[src/rtl/cafeteira_pkg.sv]
`default_nettype none
// ============================================================================
// Module : cafeteira_pkg
// Brief  : State encodings, drink/button mapping and helpers shared by the
//          drink controller and the purchase verifier.
// Rev    : 1.0 - initial release
// ============================================================================
package cafeteira_pkg;

    typedef enum logic [2:0] {
        OCIOSO  = 3'b000,
        PREPARO = 3'b001,
        ENTREGA = 3'b010,
        ERRO    = 3'b011
    } estado_t;

    localparam logic [3:0] c_BT_CAPUCCINO     = 4'b0001;
    localparam logic [3:0] c_BT_CAFE_LEITE    = 4'b0010;
    localparam logic [3:0] c_BT_CHA_CAMOMILA  = 4'b0100;
    localparam logic [3:0] c_BT_CAFE_EXPRESSO = 4'b1000;
    localparam logic [2:0] c_SEM_CEDULA       = 3'b000;

    function automatic logic eh_one_hot(input logic [3:0] v);
        return (v != 4'b0000) && ((v & (v - 4'd1)) == 4'b0000);
    endfunction

    function automatic int maximo(input int a, input int b);
        return (a > b) ? a : b;
    endfunction

endpackage
`default_nettype wire

[src/rtl/controle_preparo_if.sv]
`default_nettype none
// ============================================================================
// Module : controle_preparo_if
// Brief  : Button/note inputs and status outputs of the drink controller.
// Rev    : 1.0 - initial release
// ============================================================================
interface controle_preparo_if;
    logic [2:0] chaves_cedulas;
    logic [3:0] bt;
    logic       d_valor;
    logic [3:0] led_bebida;
    logic       led_erro;
    logic       ocupado;
    logic       entregue;
    logic [2:0] estado;

    modport master (
        output chaves_cedulas, bt, d_valor,
        input  led_bebida, led_erro, ocupado, entregue, estado
    );

    modport slave (
        input  chaves_cedulas, bt, d_valor,
        output led_bebida, led_erro, ocupado, entregue, estado
    );
endinterface
`default_nettype wire

[src/rtl/controle_preparo_temporizador.sv]
`default_nettype none
// ============================================================================
// Module : temporizador
// Brief  : Saturating down-counter; fim flags the second-to-last cycle of the
//          loaded interval so the controller can register its outputs.
// Rev    : 1.0 - initial release
// ============================================================================
module temporizador #(
    parameter int LARGURA = 8
) (
    input  wire logic               clk,
    input  wire logic               rst_n,
    input  wire logic               carga,
    input  wire logic [LARGURA-1:0] valor,
    output logic                    fim
);

    logic [LARGURA-1:0] r_contagem;

    always_ff @(posedge clk or negedge rst_n) begin
        if (!rst_n) begin
            r_contagem <= '0;
        end else if (carga) begin
            r_contagem <= valor;
        end else if (r_contagem != '0) begin
            r_contagem <= r_contagem - 1'b1;
        end
    end

    // Count 1 means exactly one cycle remains after this one.
    assign fim = (r_contagem == LARGURA'(1));

endmodule
`default_nettype wire

[src/rtl/controle_preparo.sv]
`default_nettype none
// ============================================================================
// Module : controle_preparo
// Brief  : Drink preparation controller: request decode, timed PREPARO /
//          ENTREGA / ERRO sequence and registered status outputs.
// Rev    : 1.0 - initial release
// ============================================================================
module controle_preparo
    import cafeteira_pkg::*;
#(
    parameter int TEMPO_PREPARO = 50_000_000,
    parameter int TEMPO_ENTREGA = 25_000_000,
    parameter int TEMPO_ERRO    = 25_000_000
) (
    input  wire logic         clk,
    input  wire logic         rst_n,
    controle_preparo_if.slave barramento
);

    localparam int c_MAIOR   = maximo(TEMPO_PREPARO, maximo(TEMPO_ENTREGA, TEMPO_ERRO));
    localparam int c_LARGURA = maximo(1, $clog2(c_MAIOR));

    // Counter is loaded with length-1 so the largest interval fits the width.
    localparam logic [c_LARGURA-1:0] c_CARGA_PREPARO = c_LARGURA'(TEMPO_PREPARO - 1);
    localparam logic [c_LARGURA-1:0] c_CARGA_ENTREGA = c_LARGURA'(TEMPO_ENTREGA - 1);
    localparam logic [c_LARGURA-1:0] c_CARGA_ERRO    = c_LARGURA'(TEMPO_ERRO - 1);

    estado_t              r_estado;
    logic [3:0]           r_bt;
    logic                 r_armado;
    logic [3:0]           r_led_bebida;
    logic                 r_led_erro;
    logic                 r_ocupado;
    logic                 r_entregue;
    logic                 r_ultimo;

    logic [3:0]           w_borda;
    logic                 w_pedido;
    logic                 w_aceito;
    logic                 w_carga;
    logic [c_LARGURA-1:0] w_valor;
    logic                 w_fim;

    // r_armado keeps the first cycle after reset as a pure bt sample.
    assign w_borda  = barramento.bt & ~r_bt;
    assign w_pedido = r_armado && (w_borda != 4'b0000);
    assign w_aceito = eh_one_hot(w_borda) && eh_one_hot(barramento.bt)
                   && (barramento.chaves_cedulas != c_SEM_CEDULA) && !barramento.d_valor;

    assign w_carga  = ((r_estado == OCIOSO) && w_pedido) || ((r_estado == PREPARO) && r_ultimo);
    assign w_valor  = (r_estado == PREPARO) ? c_CARGA_ENTREGA :
                      (w_aceito ? c_CARGA_PREPARO : c_CARGA_ERRO);

    temporizador #(
        .LARGURA (c_LARGURA)
    ) u_temporizador (
        .clk   (clk),
        .rst_n (rst_n),
        .carga (w_carga),
        .valor (w_valor),
        .fim   (w_fim)
    );

    always_ff @(posedge clk or negedge rst_n) begin
        if (!rst_n) begin
            r_estado     <= OCIOSO;
            r_bt         <= 4'b0000;
            r_armado     <= 1'b0;
            r_led_bebida <= 4'b0000;
            r_led_erro   <= 1'b0;
            r_ocupado    <= 1'b0;
            r_entregue   <= 1'b0;
            r_ultimo     <= 1'b0;
        end else begin
            r_bt     <= barramento.bt;
            r_armado <= 1'b1;
            case (r_estado)
                OCIOSO: begin
                    if (w_pedido) begin
                        r_ocupado <= 1'b1;
                        if (w_aceito) begin
                            r_estado     <= PREPARO;
                            r_led_bebida <= barramento.bt;
                            r_ultimo     <= (TEMPO_PREPARO == 1);
                        end else begin
                            r_estado   <= ERRO;
                            r_led_erro <= 1'b1;
                            r_ultimo   <= (TEMPO_ERRO == 1);
                        end
                    end
                end
                PREPARO: begin
                    if (r_ultimo) begin
                        r_estado   <= ENTREGA;
                        r_ultimo   <= (TEMPO_ENTREGA == 1);
                        r_entregue <= (TEMPO_ENTREGA == 1);
                    end else begin
                        r_ultimo <= w_fim;
                    end
                end
                ENTREGA: begin
                    if (r_ultimo) begin
                        r_estado     <= OCIOSO;
                        r_led_bebida <= 4'b0000;
                        r_ocupado    <= 1'b0;
                        r_entregue   <= 1'b0;
                        r_ultimo     <= 1'b0;
                    end else begin
                        r_ultimo   <= w_fim;
                        r_entregue <= w_fim;
                    end
                end
                ERRO: begin
                    if (r_ultimo) begin
                        r_estado   <= OCIOSO;
                        r_led_erro <= 1'b0;
                        r_ocupado  <= 1'b0;
                        r_ultimo   <= 1'b0;
                    end else begin
                        r_ultimo <= w_fim;
                    end
                end
                default: begin
                    r_estado     <= OCIOSO;
                    r_led_bebida <= 4'b0000;
                    r_led_erro   <= 1'b0;
                    r_ocupado    <= 1'b0;
                    r_entregue   <= 1'b0;
                    r_ultimo     <= 1'b0;
                end
            endcase
        end
    end

    assign barramento.led_bebida = r_led_bebida;
    assign barramento.led_erro   = r_led_erro;
    assign barramento.ocupado    = r_ocupado;
    assign barramento.entregue   = r_entregue;
    assign barramento.estado     = r_estado;

endmodule
`default_nettype wire

[src/flat_wrapper.sv]
// flat-port wrapper written by rule: the top's interface ports become plain ports
module controle_preparo_flat import cafeteira_pkg::*;
#(
    parameter int TEMPO_PREPARO = 50_000_000,
    parameter int TEMPO_ENTREGA = 25_000_000,
    parameter int TEMPO_ERRO    = 25_000_000
)
  (clk, rst_n, barramento_chaves_cedulas, barramento_bt, barramento_d_valor, barramento_led_bebida, barramento_led_erro, barramento_ocupado, barramento_entregue, barramento_estado);
  controle_preparo_if barramento_i ();
  input  wire logic clk;
  input  wire logic rst_n;
  input wire logic [$bits(barramento_i.chaves_cedulas)-1:0] barramento_chaves_cedulas;
  input wire logic [$bits(barramento_i.bt)-1:0] barramento_bt;
  input wire logic [$bits(barramento_i.d_valor)-1:0] barramento_d_valor;
  output wire logic [$bits(barramento_i.led_bebida)-1:0] barramento_led_bebida;
  output wire logic [$bits(barramento_i.led_erro)-1:0] barramento_led_erro;
  output wire logic [$bits(barramento_i.ocupado)-1:0] barramento_ocupado;
  output wire logic [$bits(barramento_i.entregue)-1:0] barramento_entregue;
  output wire logic [$bits(barramento_i.estado)-1:0] barramento_estado;
  assign barramento_i.chaves_cedulas = barramento_chaves_cedulas;
  assign barramento_i.bt = barramento_bt;
  assign barramento_i.d_valor = barramento_d_valor;
  assign barramento_led_bebida = barramento_i.led_bebida;
  assign barramento_led_erro = barramento_i.led_erro;
  assign barramento_ocupado = barramento_i.ocupado;
  assign barramento_entregue = barramento_i.entregue;
  assign barramento_estado = barramento_i.estado;
  controle_preparo #(.TEMPO_PREPARO(TEMPO_PREPARO), .TEMPO_ENTREGA(TEMPO_ENTREGA), .TEMPO_ERRO(TEMPO_ERRO)) u_core (.clk(clk), .rst_n(rst_n), .barramento(barramento_i));
endmodule
[config.mk]
export PLATFORM = sky130hd
export DESIGN_NAME = controle_preparo_flat
export DESIGN_NICKNAME = d
export VERILOG_FILES = /design/src/rtl/cafeteira_pkg.sv /design/src/rtl/controle_preparo_if.sv /design/src/rtl/controle_preparo_temporizador.sv /design/src/rtl/controle_preparo.sv /design/src/flat_wrapper.sv
export SDC_FILE = /design/constraint.sdc
export NUM_CORES = 1
export LEC_CHECK = 0
export BUFFER_PORTS_ARGS = -buffer_cell sky130_fd_sc_hd__buf_2
export CAP_MARGIN = 0
export CORE_AREA = 2 2 75 77
export CTS_CLUSTER_SIZE = 10
export DETAILED_ROUTE_END_ITERATION = 12
export DIE_AREA = 0 0 77 79
export GPL_TIMING_DRIVEN = 0
export PLACE_DENSITY_LB_ADDON = 0.08
export RECOVER_POWER = 100
export SLEW_MARGIN = 15
export SYNTH_ARGS = -nofsm -noshare
export SYNTH_HDL_FRONTEND = slang
export SYNTH_SLANG_ARGS = --single-unit
[constraint.sdc]
create_clock -name clk -period 3.08 [get_ports clk]
set_input_delay 0.308 -clock clk [delete_from_list [all_inputs] [get_ports clk]]
set_output_delay 0.308 -clock clk [all_outputs]
set_load 0.01 [all_outputs]
* Yosys cells after proc, flatten, opt, wreduce, memory -nomap -nowiden
Index checks and enable logic that the tools add are counted.
Word-level totals: bits in registers 42, bits of input ports 10
Cells by class: $add $sub $neg 3, eq/ne operators 11, muxes and demuxes 23, bitwise operators 8, reduce and logical (&&, ||, !) cells 28
Operator list (number):
- 26-bit two-way mux | 4
- 26-bit by 1-bit equality test with 1-bit output (second input constant) | 1
- 26-bit nonzero test | 1
- 26-bit by 1-bit subtractor with 26-bit output (second input constant) | 1
- 4-bit bitwise AND | 3
- 4-bit two-way mux | 3
- 2-bit by 1-bit inequality test with 1-bit output (second input constant) | 6
- 4-bit one-hot mux with 3 select lines | 1
- 3-bit two-way mux | 3
- 1-bit one-hot mux with 3 select lines | 3
- 3-bit one-hot mux with 3 select lines | 1
- 1-bit logical AND | 8
- 4-bit zero test | 2
- 4-bit AND reduction | 2
- 4-bit nonzero test | 2
- 2-bit OR reduction | 4
- 4-bit by 1-bit subtractor with 4-bit output (second input constant) | 2
- 3-bit by 2-bit equality test with 1-bit output (second input constant) | 2
- 1-bit two-way mux | 6
- 3-bit AND reduction | 2
- 1-bit NOT | 4
- 4-bit NOT | 1
- 3-bit by 1-bit equality test with 1-bit output (second input constant) | 1
- 3-bit zero test | 1
- 9 further kinds | 9

* Depth between registers and ports, before layout
Gate-level depths: netlist of run 1.
depth in word-level cells 12, depth in mapped cells 8

* By module
From an unflattened synthesis of run 1, not the netlist that was laid out.
Unflattened totals: cells, all modules 255, area total of the unflattened synthesis 2489.9 µm²
Modules (own cells, without submodules):
- temporizador | instances 1, cells an instance 164, area each 1580.3 µm², seq. area each 650.6 µm²
- controle_preparo | instances 1, cells an instance 91, area each 909.6 µm², seq. area each 375.4 µm²

* Worst setup path before layout of run 1
No wires, ideal clock.
path type register -> register, start point register u_core.u_temporizador.r_contagem[14], end point register u_core.u_temporizador.r_contagem[25], setup time 0.082 ns, arrival 2.447 ns, data required time 2.998 ns, slack 0.551 ns, stages on the path, launching flop included 7, path buffers 1, cell sequence dfrtp_1 -> or4_1 -> or4_1 -> buf_2 -> or3_1 -> or4b_1 -> a31oi_1
Between the ends: word-level cells in the longest chain between the ends 3
Ends and longest elaborated chain:
- start, declared | RTL line controle_preparo_temporizador.sv:18 | logic [LARGURA-1:0] r_contagem;
- start signal, assigned | RTL line controle_preparo_temporizador.sv:24 | r_contagem <= valor;
- start signal, assigned | RTL line controle_preparo_temporizador.sv:26 | r_contagem <= r_contagem - 1'b1;
- 26-bit by 1-bit subtractor with 26-bit output | RTL line controle_preparo_temporizador.sv:26
- 26-bit two-way mux | RTL line controle_preparo_temporizador.sv:25 | end else if (r_contagem != '0) begin
- 26-bit two-way mux | RTL line controle_preparo_temporizador.sv:23 | end else if (carga) begin
Several ways; a longest one is shown, not always the timed one. The select of a mux whose other input is x is not followed. A chain may end at the register's enable or synchronous reset.

* Worst setup path after layout of run 1
start point register u_core.u_temporizador.r_contagem[14], end point register u_core.u_temporizador.r_contagem[21]
The elaborated chain is that of the path after synthesis.

==> flow_metrics.py, run 1 <==
metrics = {
    "routing": {
        "vias": 1866,
        "dr.first_iter.drc_count": 84,
        "route.detailed.vias_per_inst": 5.42,
        "drt-wirelength-per-cell_um": 14.3,
        "drt-pass1-iter-count": 4,
        "antenna_left": 0,
        "routed_wl_um": 4930,
        "drc": 0,
    },
    "logic_synthesis": {
        "synth-seq-cells": 41,
        "syn-instance-count": 247,
        "synth.yosys.warnings": 0,
        "postSynthNetCount": 264,
        "seq_area_frac_synth": 0.451,
        "yosys.cell_count.top_type": "dfrtp_1",
        "synth_top_cell_area_share": 0.451,
        "avgSynthCellArea_um2": 9.20,
        "most_numerous_cell_types_in_the_synthesized_netlist": "41 x dfrtp_1, 20 x nor2_1, 18 x nand2_1",
        "cell_area_synth_mm2": 0.00227,
        "edff_count_synth": 0,
        "synthDistinctLibCells": 48,
        "synth_top_flop_cell": "dfrtp_1",
        "synth_top_cells_by_area": "dfrtp_1 45%, ha_1 3.9%, xnor2_1 3.5%",
        "post-synth-top-area-cell": "dfrtp_1",
        "synth-async-reset-ratio": 1.00,
    },
    "power_and_ir_drop": {
        "leakage_nw": 0.986,
        "power.total_w": 0.00173,
        "power.switching_w": 0.000649,
        "share_seq_of_total_power": 0.460,
        "vdd.ir_drop.worst_mv": 0.449,
        "power_per_cell_area_mw_per_mm2": 687,
        "internal_power_w": 0.00108,
        "comb_power_share": 0.331,
        "clock_power_share": 0.209,
        "p_sw_frac": 0.374,
    },
    "sta": {
        "fin_skew_ps": 4.90,
        "final_report_hold_violation_count": 0,
        "final.period_utilization": 0.889,
        "timing.max_slew.rel_slack": -0.472,
        "worst-slew-pin-transition_ps": 2210,
        "timing.setup.tns_ps": 0,
        "achievable-frequency_ghz": 0.365,
        "final_period_minus_worst_setup_slack_ps": 2740,
        "finalSetupViolations": 0,
        "holdWs_ps": 204,
        "final-max-slew-violation-count": 42,
        "setup_repair_after_global_routing_missed_its_margin": "no",
    },
    "die": {
        "ioPinCount": 20,
        "die-height_um": 79,
        "initial_utilization": 0.426,
        "die_w_um": 77,
        "die_outline_area_mm2": 0.00608,
        "rows": 27,
        "core-area_mm2": 0.00534,
    },
    "placed_design": {
        "dp_hpwl_um": 3520,
        "io_buffer_count": 18,
        "place_congestion": 0.816,
        "placed_cells": 337,
    },
    "global_route": {
        "grt_util_all_layers": 0.179,
        "grt_overflow_total": 0,
        "grt_start_max_net_pins": 42,
        "grt_antenna_before_repair": 0,
        "grt_pass1_wl_um": 8590,
        "vias_in_the_first_global_route": 1810,
    },
    "clock_tree": {
        "clk_path_buf_depth": 2,
        "clock_latency_ps": 290,
        "cts_num_sinks": 41,
        "post_cts.resized_instances": 0,
        "clkTransAtPathRegs_ps": 80,
        "cts_tree": "built",
        "clock_tree.htree_level_count": 2,
        "cts_bufs_inserted": 5,
        "ctsRootBufferMaster": "clkbuf_8",
        "cts_post_setup_buffers_inserted": 0,
        "cts_hold_buf": 0,
    },
    "setup_path": {
        "endpoint": "u_core.u_temporizador.r_contagem[21]",
        "r2r_cells": 5,
        "crit_fanout": 4,
        "worstPathArrival_ps": 2890,
        "r2r-end": "u_core.u_temporizador.r_contagem[21]",
        "critPathRequiredTime_ps": 3240,
        "crit-reg2reg-launch": "u_core.u_temporizador.r_contagem[14]",
        "timing_worst_setup_path_type": "flop to flop",
        "critPathLaunchType": "flop",
        "startpoint": "u_core.u_temporizador.r_contagem[14]",
        "critPathCaptureType": "flop",
        "setup.reg_to_reg.worst_slack_ps": 340,
    },
    "layout": {
        "area_growth_pct": 11.0,
        "fraction_of_final_layout_cells_sized_beyond_drive_strength_1": 0.0772,
        "total_nets_final": 289,
        "finish.utilization": 0.473,
        "num_antenna_cells": 0,
        "fillCellCount": 567,
        "post_layout_nonfiller_instances": 344,
    },
    "run": {
        "cap_viol_max_count": 1,
    },
    "run_status": {
        "violations": "max-capacitance violations, max-slew violations",
        "outcome": "finished, violations left",
    },
    "worst_hold_path": {
        "timing.hold.worst.class": "primary input to flop",
    },
}
==> state kept, by name (all words and copies together), names as in the netlist <==
name	count
u_core.barramento.estado	2
u_core.r_ultimo	1
u_core.barramento.entregue	1
u_core.barramento.led_bebida	4
u_core.barramento.led_erro	1
u_core.r_bt	4
u_core.u_temporizador.r_contagem	26
u_core.barramento.ocupado	1
u_core.r_armado	1
==> kinds of logic after synthesis <==
kind of cell / share of synthesized area
flops: 0.451
fa+ha+maj: 0.0385
mux: 0.00881
simple gates: 0.230
compound gates: 0.184
xor+xnor: 0.0385
other cells: 0.00330
buf+inv: 0.0457
==> per-layer routing <==
layer / share of wire / track usage
met5: 0 / 0
met2: 0.46 / 0.308
met1: 0.49 / 0.232
met3: 0.030 / 0.0352
met4: 0.011 / 0.0482
==> worst min path at each step <==
stage | slack, ps | end | cells past startpoint | start
floorplan | 10 | u_core.barramento.entregue | 0 | rst_n
global placement | 460 | u_core.barramento.entregue | 2 | u_core.barramento.entregue
detailed placement | 480 | u_core.barramento.entregue | 2 | u_core.barramento.entregue
CTS | 170 | u_core.r_bt[1] | 1 | barramento_bt[1]
global route | 200 | u_core.r_bt[1] | 1 | barramento_bt[1]
finish | 200 | u_core.r_bt[1] | 1 | barramento_bt[1]
==> final cells by class <==
type	instances	area, um2	area share
multi-input cells	182	1140	0.453
flip-flops and latches	41	1030	0.407
well taps	72	90.1	0.0357
clock buffers	6	82.6	0.0327
repair buffers	18	72.6	0.0288
plain buffers	12	55.1	0.0218
inverters	12	45.0	0.0179
clock inverters	1	7.51	0.00298
==> cell usage in the layout (no fill, tap or decap), types with 3 or more instances in the layout <==
cell and instances:
a211oi_1 6, a21oi_1 14, a22oi_1 4, a31oi_1 5, and3_1 4, buf_2 6, clkbuf_1 22, clkbuf_8 6
dfrtp_1 41, ha_1 7, inv_1 12, nand2_1 18, nand3_1 6, nand4_1 3, nor2_1 20, nor2b_1 5
nor3_1 6, nor4_1 11, nor4b_1 3, o21a_1 3, o21ai_0 14, or3_1 6, or4_1 4, xnor2_1 9
==> metrics by stage <==
step | instance area (um2) | setup WS (ps)
global placement | 2450 | 347
floorplan | 2270 | 551
CTS | 2540 | 350
detailed placement | 2450 | 381
finish | 2520 | 343
global route | 2520 | 132
==> critical path, cell delays in order, from the launching register on <==
cell and delay, ps:
dfrtp_1 420, or4_1 570, or3_2 450, a2111oi_0 820, a21oi_1 150, nand3b_1 190
==> power groups by stage <==
stage                     logic, W  clock network, W  registers, W
after floorplan           0.000412                 0      0.000803
after global placement    0.000594                 0      0.000804
after detailed placement  0.000595                 0      0.000806
after CTS                 0.000597          0.000380      0.000796
after global routing      0.000666          0.000404      0.000823
final                     0.000574          0.000362      0.000797
(Power assumes the default switching activity.)
==> inputs of run 2 (changes only) <==
- CELL_PAD_IN_SITES_DETAIL_PLACEMENT: not set -> 1
- CELL_PAD_IN_SITES_GLOBAL_PLACEMENT: not set -> 1
==> run 2 against run 1 <==
  * The run still ends with max-capacitance violations, max-slew violations left
  * Combinational power grew 2%
  * Largest cell class unchanged
  * Final cell count increased by 0.29%
  * Critical endpoint unchanged
  * Clock power is 28% higher
  * Sequential power rose by 1%
  * Via count grew 5.4%
  * Non-clock buffer count did not move
  * Flip-flop and latch count unchanged
  * Cell area increased by 1.2%
==> flow_metrics.py, run 2 (synthesis results as in run 1) <==
metrics = {
    "layout": {
        "layout_common_cells": "41 x dfrtp_1, 22 x clkbuf_1, 20 x nor2_1",
        "largest_reg_flops": 26,
        "total_nets_final": 289,
        "final_area_mm2": 0.00255,
        "most_common_library_cell_in_the_layout_ignoring_fill_and_taps": "dfrtp_1",
        "post_layout_nonfiller_instances": 345,
        "area_growth_pct": 12.3,
        "finish.utilization": 0.478,
        "largest_register": "u_core.u_temporizador.r_contagem",
        "fraction_of_final_layout_cells_sized_beyond_drive_strength_1": 0.0806,
        "num_antenna_cells": 0,
        "fillCellCount": 646,
    },
    "sta": {
        "fin_skew_ps": 8.78,
        "setup_repair_after_global_routing_missed_its_margin": "no",
        "timing.max_slew.rel_slack": -0.483,
        "timing.setup.tns_ps": 0,
        "final_period_minus_worst_setup_slack_ps": 2790,
        "finalSetupViolations": 0,
        "worst-slew-pin-transition_ps": 2220,
        "final.period_utilization": 0.907,
        "holdWs_ps": 192,
        "final_report_hold_violation_count": 0,
        "final-max-slew-violation-count": 42,
        "achievable-frequency_ghz": 0.358,
    },
    "setup_path": {
        "worstPathArrival_ps": 2960,
        "ordered_list_of_cells_on_the_worst_path": "or4_1 -> or3_2 -> a2111oi_0 -> a21oi_1 -> nand3b_1",
        "path_buf_inv": 0,
        "r2r_cells": 5,
        "r2r-end": "u_core.u_temporizador.r_contagem[21]",
        "critPathCaptureType": "flop",
        "critPathLaunchType": "flop",
        "timing_worst_setup_path_type": "flop to flop",
        "critical-path-top-delay-family": "simple AND/OR/NAND/NOR gates",
        "crit-reg2reg-launch": "u_core.u_temporizador.r_contagem[14]",
        "cpPeakStageDelay_ps": 830,
        "timing.critical_path.slowest_stage_cell": "a2111oi_0",
        "crit_fanout": 4,
        "critPathRequiredTime_ps": 3240,
        "setup.reg_to_reg.worst_slack_ps": 290,
    },
    "global_route": {
        "met2_usage": 0.346,
        "grt_overflow_total": 0,
        "groute.layer.met3.usage": 0.0398,
        "grt.met1_usage": 0.260,
        "grt_pass1_wl_um": 9820,
        "grt_util_all_layers": 0.201,
        "vias_in_the_first_global_route": 2031,
        "grt_antenna_before_repair": 0,
        "top_usage_layer": "met2",
        "grt_start_max_net_pins": 42,
    },
    "power_and_ir_drop": {
        "internal_power_w": 0.00117,
        "share_seq_of_total_power": 0.435,
        "p_sw_frac": 0.369,
        "power.switching_w": 0.000684,
        "leakage_nw": 1.00,
        "comb_power_share": 0.314,
        "clock_power_share": 0.251,
        "vdd.ir_drop.worst_mv": 0.377,
        "power_per_cell_area_mw_per_mm2": 726,
    },
    "die": {
        "initial_utilization": 0.426,
        "core-area_mm2": 0.00534,
        "die-height_um": 79,
        "die_w_um": 77,
        "rows": 27,
        "ioPinCount": 20,
        "die_outline_area_mm2": 0.00608,
    },
    "run_status": {
        "violations": "max-capacitance violations, max-slew violations",
        "outcome": "finished, violations left",
    },
    "clock_tree": {
        "clock_tree.htree_level_count": 2,
        "cts_bufs_inserted": 5,
        "cts_num_sinks": 41,
        "clkTransAtPathRegs_ps": 90,
        "cts_tree": "built",
        "ctsRootBufferMaster": "clkbuf_8",
        "post_cts.resized_instances": 0,
        "clk_path_buf_depth": 2,
        "clock_latency_ps": 300,
        "cts_hold_buf": 0,
        "cts_post_setup_buffers_inserted": 0,
    },
    "worst_hold_path": {
        "min_delay_worst_endpoint": "u_core.r_bt[1]",
        "holdCritStartpoint": "barramento_bt[1]",
        "hold_depth": 1,
        "timing.hold.worst.class": "primary input to flop",
    },
    "placed_design": {
        "dp_hpwl_um": 3940,
        "io_buffer_count": 18,
        "placed_area_mm2": 0.00245,
        "placed_cells": 337,
        "place_congestion": 0.791,
    },
    "routing": {
        "antenna_left": 0,
        "vias": 1967,
        "routed_wl_um": 5530,
        "dr.first_iter.drc_count": 72,
        "drt-wirelength-per-cell_um": 16.0,
        "drc": 0,
        "route.detailed.vias_per_inst": 5.70,
        "drt-pass1-iter-count": 4,
    },
    "run": {
        "cap_viol_max_count": 1,
    },
}
[run 2: cell count changes in the layout (fill, tap and decap cells not counted), sizes merged]
| cell | change |
|---|---|
| bufinv | +1 |
[run 2: worst max-delay path by stage]
stage | start | to | cells past startpoint
finish | u_core.u_temporizador.r_contagem[14] | u_core.u_temporizador.r_contagem[21] | 5
global route | u_core.u_temporizador.r_contagem[18] | u_core.r_ultimo | 6
CTS | u_core.u_temporizador.r_contagem[14] | u_core.u_temporizador.r_contagem[21] | 5
detailed placement | u_core.u_temporizador.r_contagem[14] | u_core.u_temporizador.r_contagem[21] | 5
global placement | u_core.u_temporizador.r_contagem[14] | u_core.u_temporizador.r_contagem[21] | 5
floorplan | u_core.u_temporizador.r_contagem[14] | u_core.u_temporizador.r_contagem[25] | 6
[run 2: metal layers]
metal	part of all wire	vias to the layer above	wire length, um
li1	-	949	-
met1	0.49	981	2680
met2	0.47	29	2620
met3	0.027	8	151
met4	0.013	0	72
met5	0	-	0
[run 2: power by group through the flow]
stage	clock network (W)	logic (W)	registers (W)
2_1_floorplan	0	0.000412	0.000803
4_1_cts	0.000475	0.000610	0.000802
6_report	0.000464	0.000583	0.000807
3_3_place_gp	0	0.000596	0.000805
3_5_place_dp	0	0.000608	0.000808
5_1_grt	0.000498	0.000683	0.000826
[run 2: metrics by stage]
step                worst slack [ps]  power, W
floorplan                        551   0.00121
global placement                 259   0.00140
detailed placement               230   0.00142
CTS                              276   0.00189
global route                    67.2   0.00201
finish                           286   0.00185
[run 2: area by class of cell]
cell class,instances,area (um2),area share
multi-input cells,182,1140,0.448
plain buffers,12,55.1,0.0216
flip-flops and latches,41,1030,0.402
repair buffers,18,72.6,0.0284
clock buffers,6,82.6,0.0324
inverters,12,45.0,0.0176
well taps,72,90.1,0.0353
clock inverters,2,37.5,0.0147
[run 2: worst reg2reg max path: stages (launching register included)]
cell and delay (ps):
dfrtp_1 430, or4_1 590, or3_2 450, a2111oi_0 840, a21oi_1 160, nand3b_1 200
